<file path="src/rtl/jb_aes_pkg.sv">
// Shared AES types and constants: block/word types, expander FSM states, rcon table, and the S-box.
// The S-box constant is also consumed by the SubBytes stage of the encrypt datapath.
package jb_aes_pkg;

  localparam int unsigned BLOCK_W = 128;
  localparam int unsigned WORD_W  = 32;
  localparam int unsigned NUM_RK  = 11;
  localparam int unsigned CNT_W   = 4;

  typedef logic [BLOCK_W-1:0] block128_t;
  typedef logic [WORD_W-1:0]  word32_t;

  typedef enum logic [1:0] {
    ST_IDLE   = 2'd0,
    ST_EXPAND = 2'd1,
    ST_READY  = 2'd2
  } state_e;

  // Entry 0 is unused; round n uses RCON[n].
  localparam logic [7:0] RCON [NUM_RK] = '{
    8'h00, 8'h01, 8'h02, 8'h04, 8'h08, 8'h10, 8'h20, 8'h40, 8'h80, 8'h1b, 8'h36
  };

  localparam logic [7:0] SBOX [256] = '{
    8'h63, 8'h7c, 8'h77, 8'h7b, 8'hf2, 8'h6b, 8'h6f, 8'hc5, 8'h30, 8'h01, 8'h67, 8'h2b, 8'hfe, 8'hd7, 8'hab, 8'h76,
    8'hca, 8'h82, 8'hc9, 8'h7d, 8'hfa, 8'h59, 8'h47, 8'hf0, 8'had, 8'hd4, 8'ha2, 8'haf, 8'h9c, 8'ha4, 8'h72, 8'hc0,
    8'hb7, 8'hfd, 8'h93, 8'h26, 8'h36, 8'h3f, 8'hf7, 8'hcc, 8'h34, 8'ha5, 8'he5, 8'hf1, 8'h71, 8'hd8, 8'h31, 8'h15,
    8'h04, 8'hc7, 8'h23, 8'hc3, 8'h18, 8'h96, 8'h05, 8'h9a, 8'h07, 8'h12, 8'h80, 8'he2, 8'heb, 8'h27, 8'hb2, 8'h75,
    8'h09, 8'h83, 8'h2c, 8'h1a, 8'h1b, 8'h6e, 8'h5a, 8'ha0, 8'h52, 8'h3b, 8'hd6, 8'hb3, 8'h29, 8'he3, 8'h2f, 8'h84,
    8'h53, 8'hd1, 8'h00, 8'hed, 8'h20, 8'hfc, 8'hb1, 8'h5b, 8'h6a, 8'hcb, 8'hbe, 8'h39, 8'h4a, 8'h4c, 8'h58, 8'hcf,
    8'hd0, 8'hef, 8'haa, 8'hfb, 8'h43, 8'h4d, 8'h33, 8'h85, 8'h45, 8'hf9, 8'h02, 8'h7f, 8'h50, 8'h3c, 8'h9f, 8'ha8,
    8'h51, 8'ha3, 8'h40, 8'h8f, 8'h92, 8'h9d, 8'h38, 8'hf5, 8'hbc, 8'hb6, 8'hda, 8'h21, 8'h10, 8'hff, 8'hf3, 8'hd2,
    8'hcd, 8'h0c, 8'h13, 8'hec, 8'h5f, 8'h97, 8'h44, 8'h17, 8'hc4, 8'ha7, 8'h7e, 8'h3d, 8'h64, 8'h5d, 8'h19, 8'h73,
    8'h60, 8'h81, 8'h4f, 8'hdc, 8'h22, 8'h2a, 8'h90, 8'h88, 8'h46, 8'hee, 8'hb8, 8'h14, 8'hde, 8'h5e, 8'h0b, 8'hdb,
    8'he0, 8'h32, 8'h3a, 8'h0a, 8'h49, 8'h06, 8'h24, 8'h5c, 8'hc2, 8'hd3, 8'hac, 8'h62, 8'h91, 8'h95, 8'he4, 8'h79,
    8'he7, 8'hc8, 8'h37, 8'h6d, 8'h8d, 8'hd5, 8'h4e, 8'ha9, 8'h6c, 8'h56, 8'hf4, 8'hea, 8'h65, 8'h7a, 8'hae, 8'h08,
    8'hba, 8'h78, 8'h25, 8'h2e, 8'h1c, 8'ha6, 8'hb4, 8'hc6, 8'he8, 8'hdd, 8'h74, 8'h1f, 8'h4b, 8'hbd, 8'h8b, 8'h8a,
    8'h70, 8'h3e, 8'hb5, 8'h66, 8'h48, 8'h03, 8'hf6, 8'h0e, 8'h61, 8'h35, 8'h57, 8'hb9, 8'h86, 8'hc1, 8'h1d, 8'h9e,
    8'he1, 8'hf8, 8'h98, 8'h11, 8'h69, 8'hd9, 8'h8e, 8'h94, 8'h9b, 8'h1e, 8'h87, 8'he9, 8'hce, 8'h55, 8'h28, 8'hdf,
    8'h8c, 8'ha1, 8'h89, 8'h0d, 8'hbf, 8'he6, 8'h42, 8'h68, 8'h41, 8'h99, 8'h2d, 8'h0f, 8'hb0, 8'h54, 8'hbb, 8'h16
  };

  function automatic word32_t rot_word(input word32_t w);
    return {w[23:0], w[31:24]};
  endfunction

endpackage

</file>
<file path="src/rtl/jb_aes_sbox_word.sv">
// SubWord: four parallel S-box byte lookups on a 32-bit word.
module jb_aes_sbox_word
  import jb_aes_pkg::*;
(
  input  logic [31:0] in_word,
  output logic [31:0] out_word_c
);

  assign out_word_c = {SBOX[in_word[31:24]], SBOX[in_word[23:16]],
                       SBOX[in_word[15:8]],  SBOX[in_word[7:0]]};

endmodule

</file>
<file path="src/rtl/jb_aes128_key_expander.sv">
// Iterative AES-128 key schedule: one round key per clock into an 11-entry register file,
// with a combinational indexed read port for the encrypt datapath.
module jb_aes128_key_expander
  import jb_aes_pkg::*;
#(
  parameter int unsigned NROUNDS = 10
) (
  input  logic         clk,
  input  logic         rst,
  input  logic         start,
  input  logic [127:0] key,
  output logic         busy,
  output logic         keys_valid,
  output logic         done,
  input  logic [3:0]   rd_round,
  output logic [127:0] rd_key
);

  if (NROUNDS != 10) begin : g_bad_nrounds
    $error("jb_aes128_key_expander supports only NROUNDS=10");
  end

  localparam logic [CNT_W-1:0] LAST_CNT = CNT_W'(NROUNDS);

  state_e             state_q, state_d;
  logic [CNT_W-1:0]   cnt_q, cnt_d;
  block128_t          rk_q [NUM_RK];
  block128_t          rk_d [NUM_RK];
  logic               busy_q, busy_d;
  logic               keys_valid_q, keys_valid_d;
  logic               done_q, done_d;

  block128_t          prev_key;
  block128_t          next_key;
  logic [7:0]         rcon;
  word32_t            sub_word;
  word32_t            t_word;
  word32_t            n0, n1, n2, n3;
  logic [CNT_W-1:0]   prev_idx;

  // Previous key and rcon for the round being produced; guarded so idle counts never index out of range.
  always_comb begin
    prev_idx = cnt_q - CNT_W'(1);
    prev_key = '0;
    rcon     = 8'h00;
    for (int i = 0; i < NUM_RK; i++) begin
      if (CNT_W'(i) == prev_idx) prev_key = rk_q[i];
      if (CNT_W'(i) == cnt_q)    rcon     = RCON[i];
    end
  end

  jb_aes_sbox_word u_sbox_word (
    .in_word    (rot_word(prev_key[31:0])),
    .out_word_c (sub_word)
  );

  always_comb begin
    t_word   = sub_word ^ {rcon, 24'h0};
    n0       = prev_key[127:96] ^ t_word;
    n1       = prev_key[95:64]  ^ n0;
    n2       = prev_key[63:32]  ^ n1;
    n3       = prev_key[31:0]   ^ n2;
    next_key = {n0, n1, n2, n3};
  end

  always_comb begin
    state_d      = state_q;
    cnt_d        = cnt_q;
    busy_d       = busy_q;
    keys_valid_d = keys_valid_q;
    done_d       = 1'b0;
    for (int i = 0; i < NUM_RK; i++) rk_d[i] = rk_q[i];

    case (state_q)
      ST_IDLE, ST_READY: begin
        if (start) begin
          rk_d[0]      = key;
          cnt_d        = CNT_W'(1);
          state_d      = ST_EXPAND;
          busy_d       = 1'b1;
          keys_valid_d = 1'b0;
        end
      end
      ST_EXPAND: begin
        for (int i = 1; i < NUM_RK; i++) begin
          if (CNT_W'(i) == cnt_q) rk_d[i] = next_key;
        end
        if (cnt_q == LAST_CNT) begin
          state_d      = ST_READY;
          cnt_d        = '0;
          busy_d       = 1'b0;
          keys_valid_d = 1'b1;
          done_d       = 1'b1;
        end else begin
          cnt_d = cnt_q + CNT_W'(1);
        end
      end
      default: state_d = ST_IDLE;
    endcase
  end

  always_ff @(posedge clk or posedge rst) begin
    if (rst) begin
      state_q      <= ST_IDLE;
      cnt_q        <= '0;
      busy_q       <= 1'b0;
      keys_valid_q <= 1'b0;
      done_q       <= 1'b0;
      for (int i = 0; i < NUM_RK; i++) rk_q[i] <= '0;
    end else begin
      state_q      <= state_d;
      cnt_q        <= cnt_d;
      busy_q       <= busy_d;
      keys_valid_q <= keys_valid_d;
      done_q       <= done_d;
      for (int i = 0; i < NUM_RK; i++) rk_q[i] <= rk_d[i];
    end
  end

  // Read port: indices 11..15 return zero.
  always_comb begin
    rd_key = '0;
    for (int i = 0; i < NUM_RK; i++) begin
      if (CNT_W'(i) == rd_round) rd_key = rk_q[i];
    end
  end

  assign busy       = busy_q;
  assign keys_valid = keys_valid_q;
  assign done       = done_q;

endmodule

</file>
<file path="config.mk">
export PLATFORM = sky130hd
export DESIGN_NAME = jb_aes128_key_expander
export DESIGN_NICKNAME = d
export VERILOG_FILES = /design/src/rtl/jb_aes_pkg.sv /design/src/rtl/jb_aes_sbox_word.sv /design/src/rtl/jb_aes128_key_expander.sv
export SDC_FILE = /design/constraint.sdc
export NUM_CORES = 2
export LEC_CHECK = 0
export BUFFER_PORTS_ARGS = -buffer_cell sky130_fd_sc_hd__buf_2
export CELL_PAD_IN_SITES_DETAIL_PLACEMENT = 0
export CELL_PAD_IN_SITES_GLOBAL_PLACEMENT = 1
export CORE_AREA = 2 2 484 366
export CTS_BUF_LIST = sky130_fd_sc_hd__clkbuf_4 sky130_fd_sc_hd__clkbuf_8
export DETAILED_ROUTE_END_ITERATION = 16
export DIE_AREA = 0 0 486 368
export GPL_TIMING_DRIVEN = 1
export PLACE_DENSITY_LB_ADDON = 0.2
export SLEW_MARGIN = 20
export SYNTH_ARGS = -nofsm -noshare
export SYNTH_HDL_FRONTEND = slang
export SYNTH_SLANG_ARGS = --single-unit
</file>
<file path="constraint.sdc">
create_clock -name clk -period 53 [get_ports clk]
set_clock_uncertainty 0.05 [all_clocks]
set_input_delay 0 -clock clk [delete_from_list [all_inputs] [get_ports clk]]
set_output_delay 0 -clock clk [all_outputs]
set_load 0.05 [all_outputs]
</file>
# After elaboration in Yosys (flattened, before gate mapping)
# Memory sizes are Yosys's and may differ from the RTL's.
# Index checks and enable logic that the tools add are counted.
op_classes:
  add_sub_neg: 2
  multipliers: 0
  div: 0
  order_cmp: 4
  eq_ne: 35
  shifts: 0
  n_mux: 54
  bitwise: 9
  n_reduce_logical: 19
op_table:
  columns: ["op", "n"]
  rows:
  - ["$mux 128", 22]
  - ["$xor 32x32->32", 5]
  - ["$mux 8", 17]
  - ["$eq 3x4->1 const A", 12]
  - ["$eq 4x4->1 const A", 9]
  - ["$ge 9x9->1 const B", 4]
  - ["$not 8->9", 4]
  - ["$reduce_and 2->1", 13]
  - ["$eq 2x4->1 const A", 6]
  - ["$eq 1x4->1 const A", 3]
  - ["$logic_not 4->1", 2]
  - ["$mux 4", 2]
  - ["$pmux 4 s2", 1]
  - ["$mux 1", 7]
  - ["$add 4x1->4 const B", 1]
  - ["$eq 4x4->1 const B", 1]
  - ["$mux 2", 2]
  - ["$ne 2x2->1 const B", 2]
  - ["$pmux 1 s2", 2]
  - ["$pmux 2 s2", 1]
  - ["$sub 4x1->4 const B", 1]
  - ["$reduce_and 3->1", 1]
  - ["$eq 2x1->1 const B", 1]
  - ["$eq 2x2->1 const B", 1]
  - ["3 further kinds", 3]
word_totals:
  ff_bits: 1417
  latch_bits: 0
  ram_bits: 0
  romBits: 8192
  in_bits: 135
  output_inout_bits: 131
  wordCells: 143
  n_memories: 4
mem_list:
  columns: ["name", "depth", "width", "rd", "rd_clocked_by_memory_dff", "wr", "line_no", "text"]
  rows:
  - ["(no name shown)", 256, 8, 1, 0, 0, "jb_aes_sbox_word.sv:10", "SBOX[in_word[15:8]], SBOX[in_word[7:0]]};"]
  - ["(no name shown)", 256, 8, 1, 0, 0, "jb_aes_sbox_word.sv:9", "assign out_word_c = {SBOX[in_word[31:24]], SBOX[in_word[23:16]],"]
  - ["(no name shown)", 256, 8, 1, 0, 0, "jb_aes_sbox_word.sv:9", null]
  - ["(no name shown)", 256, 8, 1, 0, 0, "jb_aes_sbox_word.sv:10", null]

# Longest topological paths before layout
logic_depth:
  ltp_word: 22
  ltp_mapped: 25
  ltp_nobuf: 18

# By module
# Synthesis repeated with hierarchy kept, for this count alone.
hier_totals:
  hier_cells: 10608
  area_unflattened_um2: 87403.8
by_module_without_submodules:
  columns: ["module", "n_inst", "cells_each", "area_per_inst_um2", "seq_area_each_um2"]
  rows:
  - ["jb_aes128_key_expander", 1, 8382, 73919.6, 35459.0]
  - ["jb_aes_sbox_word", 1, 2226, 13484.2, 0.0]

# Least setup slack after synthesis
# Ideal clock, no wire load.
synth_timing:
  path_kind: "register -> register"
  start: "register cnt_q[0]"
  end: "register rk_q[1205] in the netlist's numbering"
  setup_ns: 0.078
  arrival_ns: 4.758
  required_time_ns: 52.872
  path_slack_ns: 48.114
  stages_incl_launch_ff: 24
  path_buffers: 6
  synth_period_minus_slack_ns: 4.886
  cell_sequence: "dfrtp_1 > buf_4 > buf_6 > buf_4 > mux2_2 > o21ai_0 > nand2_1 > o211ai_2 > clkbuf_1 > ha_1 > inv_1 > nor3_1 > a22oi_1 > clkbuf_1 > o21ai_0 > a221o_1 > nand3_1 > o211ai_1 > or2_1 > or4_1 > buf_2 > nor2_1 > a21oi_1 > o21ai_1"
synth_between:
  elab_chain_cells: 21
synth_rtl:
  columns: ["item", "line_no", "text"]
  rows:
  - ["start: declaration", "jb_aes128_key_expander.sv:26", "logic [CNT_W-1:0] cnt_q, cnt_d;"]
  - ["start signal: assignment", "jb_aes128_key_expander.sv:112", "cnt_q <= cnt_d;"]
  - ["$sub 4x1->4", "jb_aes128_key_expander.sv:43", "prev_idx = cnt_q - CNT_W'(1);"]
  - ["$logic_not 4->1", "jb_aes128_key_expander.sv:47", "if (CNT_W'(i) == prev_idx) prev_key = rk_q[i];"]
  - ["$mux 128 (11 in a row)", "jb_aes128_key_expander.sv:47", null]
  - ["$not 8->9 (implied by the code)", "jb_aes_sbox_word.sv:9", null]
  - ["$mem_v2 256x8", null, null]
  - ["$mux 8 (implied by the code) (2 in a row)", "jb_aes_sbox_word.sv:9", null]
  - ["$xor 32x32->32", "jb_aes128_key_expander.sv:58", "t_word = sub_word ^ {rcon, 24'h0};"]
  - ["$xor 32x32->32", "jb_aes128_key_expander.sv:59", "n0 = prev_key[127:96] ^ t_word;"]
  - ["$xor 32x32->32", "jb_aes128_key_expander.sv:60", "n1 = prev_key[95:64] ^ n0;"]
  - ["$xor 32x32->32", "jb_aes128_key_expander.sv:61", "n2 = prev_key[63:32] ^ n1;"]
  - ["end: declaration", "jb_aes128_key_expander.sv:27", "block128_t rk_q [NUM_RK];"]
# Parallel ways exist; a longest one is shown, timed or not. The select of a mux whose other input is x is not followed.
# A chain may end at the register's enable or synchronous reset.

# Worst setup path after layout
layout_timing:
  start: "register cnt_q[0]"
  end: "register rk_q[816] in the netlist's numbering"
# Same word-level chain as after synthesis.

==> results.toml <==
[timing]
final_hold_viol_count = 0
timing.final.crit_share_pct = 18.59
drv_slew = 0
tns_ns = 0
setup_viol = 0
tightestPinTransition_ns = 1.283
rsz0062_at_grt = "no"
fmax_mhz = 101.5
fin_crit_ns = 9.852
relSlewSlack_pct = 13.90

[cts]
cts-resized-gates = 0
h-tree-depth = 4
cts_root_buf = "clkbuf_8"
cts_buffers = 227
clockBufferDepth = 3
post_cts_buffers = 0
cts.sinks = 1417
clock_latency_ns = 1.07
clkTransAtPathRegs_ns = 0.07
cts_tree = "yes"

[yosys]
syn_nets = 10610
ys_top_cells_by_count = "1780 x nand2_1, 1626 x o21ai_0, 1417 x dfrtp_1"
ys_types = 127
synth_edf_count = 0
synth_top_cell_area_share_pct = 41.00
yosysSeqAreaShare_pct = 41.00
synth.area.top_cells = "dfrtp_1 41%, o21ai_0 9.4%, nand2_1 7.7%"
synth_seq_cells = 1417
synth_area_sq_mm = 0.08648
yosysMostFrequentCell = "nand2_1"
synth_top_area_cell = "dfrtp_1"
postSynthCellCount = 10420
synth_ff_type = "dfrtp_1"
ys_warn_count = 0
avgSynthCellArea_sq_um = 8.301
async_reset_ff_share_pct = 100.0

[routing]
first_pass_iters = 13
drt-total-wl_mm = 458.6
drtIter0Drc = 18280
wl_per_cell_um = 35.13
vias = 94560
drc = 0
via_per_inst = 7.243
ant_nets = 0

[placement]
dp.final_hpwl_mm = 286.8
portBuffers = 265
gp_congestion = 1.103

[cells_and_area]
nets = 10730
multi_input_area_sq_mm = 0.04692
nFillCells = 15850
final-seq-area_sq_mm = 0.03547
area_growth_pct = 13.49
layout-drive-gt1-share_pct = 13.69

[critical_path]
path_max_fanout = 38
r2r-start = "cnt_q[0]$_DFFE_PP0P_"
rr_endpoint = "rk_q[816]$_DFFE_PP0P_"
start_kind = "register"
critPathRequiredTime_ns = 53.84
reg2reg_depth = 21
worstPathArrival_ns = 10.69
reg2reg_slack_ns = 43.15
end_kind = "register"
crit_type = "reg -> reg"

[floorplan]
dieArea_sq_mm = 0.1788
io_pins = 266
die_h_um = 368
initial_core_util_pct = 49.63
coreArea_sq_mm = 0.1742
row_count = 133
die_w_um = 486

[global_routing]
grt_pass1_vias = 87860
grt_pass1_wl_mm = 648.6
antenna_found_initial = 22
grt_usage_pct = 49.54
grt_max_degree = 175
grt_overflow = 0

[worst_hold_path]
hold_path_depth = 4
min_from = "key[99]"
hold_class = "in -> reg"
hold-path-endpoint = "rk_q[1379]$_DFFE_PP0P_"

[job]
drv_cap = 0

[outcome]
status = "finished clean"
## placed cells by master, fill, tap and decap left out, types with 30 or more instances in the layout
cell	synthesis	final
a221o_1	31	31
nand2b_1	41	38
xor2_1	48	41
nand4_1	56	56
dfrtp_1	1417	1413
diode_2	0	30
nand2_1	1780	1760
and3_1	36	36
clkbuf_4	0	84
a211oi_1	168	168
a22o_1	45	45
o22ai_1	62	62
dlygate4sd3_1	0	336
a311oi_1	53	53
a31oi_1	179	178
buf_4	49	317
mux2_2	196	196
o311ai_0	37	37
buf_2	185	265
a21oi_1	641	638
o21ai_1	121	124
xnor2_1	105	93
o21ai_0	1626	1622
nand3_1	182	180
nor3_1	126	115
a221oi_1	108	108
o211ai_1	138	138
a222oi_1	136	136
a2111oi_0	31	31
a22oi_1	338	338
nor2_1	742	728
clkbuf_8	0	289
ha_1	55	55
mux2i_1	112	112
inv_1	36	35
o221ai_1	92	92
o31ai_1	31	31
## worst max-delay path by stage
stage                                    start                     to  slack, ns  cells past startpoint
after floorplan                            rst       busy$_DFFE_PP0P_      12.99                      1
after global placement    cnt_q[1]$_DFFE_PP0P_  rk_q[293]$_DFFE_PP0P_      43.73                     20
after detailed placement  cnt_q[1]$_DFFE_PP0P_  rk_q[411]$_DFFE_PP0P_      43.79                     20
after CTS                 cnt_q[1]$_DFFE_PP0P_  rk_q[411]$_DFFE_PP0P_      43.76                     20
after global routing      cnt_q[1]$_DFFE_PP0P_  rk_q[816]$_DFFE_PP0P_      43.12                     20
final                     cnt_q[0]$_DFFE_PP0P_  rk_q[816]$_DFFE_PP0P_      43.15                     21
## stage by stage
step	hold slack [ns]	area (sq um)	worst slack [ns]	utilization (%)	instances
floorplan	0.1017	86480	12.99	-	10420
global placement	0.1810	89360	43.73	51.29	12270
detailed placement	0.1850	89460	43.79	51.35	12270
CTS	0.1522	97980	43.76	56.24	13020
global route	0.2197	98090	43.12	56.30	13030
finish	0.2174	98150	43.15	56.33	13050
## sequential cells by signal (all words and copies together) (netlist names)
signal      flops
rk_q         1408
cnt_q           4
state_q         2
busy            1
done            1
keys_valid      1
## repair_timing
action | 4_1_cts | 5_1_grt
hold endpoints to repair | 395 | 0
endpoints found under the setup margin | 0 | 0
hold buffers | 336 | 0
## layer usage
metal | GRT usage, % | wire, um | share of wire [%]
met3 | 21.78 | 77310 | 17
met5 | 0.4831 | 282 | 0.061
met2 | 65.66 | 176200 | 38
met4 | 29.68 | 32980 | 7.2
met1 | 65.87 | 171800 | 37
## cell families after synthesis
group	synth area share, %
AO/OA/AOI/OAI	30.86
XOR/XNOR	2.154
adder cells (fa/ha/maj)	0.7958
buffers and inverters	5.540
flip-flops	41.00
multiplexers	4.187
AND/OR/NAND/NOR	15.46
## worst max-delay path, stage by stage, from the launching register on
cell	delay [ns]
dfrtp_4	0.79
buf_4	0.64
and2_1	0.48
nand2_1	0.69
buf_4	0.52
o22a_1	0.24
o211ai_2	0.12
buf_4	0.38
inv_2	0.26
ha_1	0.42
inv_1	0.23
nand3_1	0.10
o22ai_1	0.86
a21o_1	0.18
o221ai_1	0.15
a32oi_1	0.21
o211ai_1	0.13
nor3_2	0.91
xnor2_1	0.53
xor2_1	0.94
xor2_1	0.56
o21ai_0	0.21
## cell type report
type                       count  area share [%]
clock inverter                43          0.5584
timing repair buffer         939           7.595
sequential                  1417           36.14
tap                         2295           2.926
multi-input combinational   7907           47.80
inverter                      50          0.2091
antenna                       30         0.07649
clock buffer                 373           4.695
Power is not shown: default switching activity piles up to over one toggle a cycle in this logic, so the estimate is an artifact.
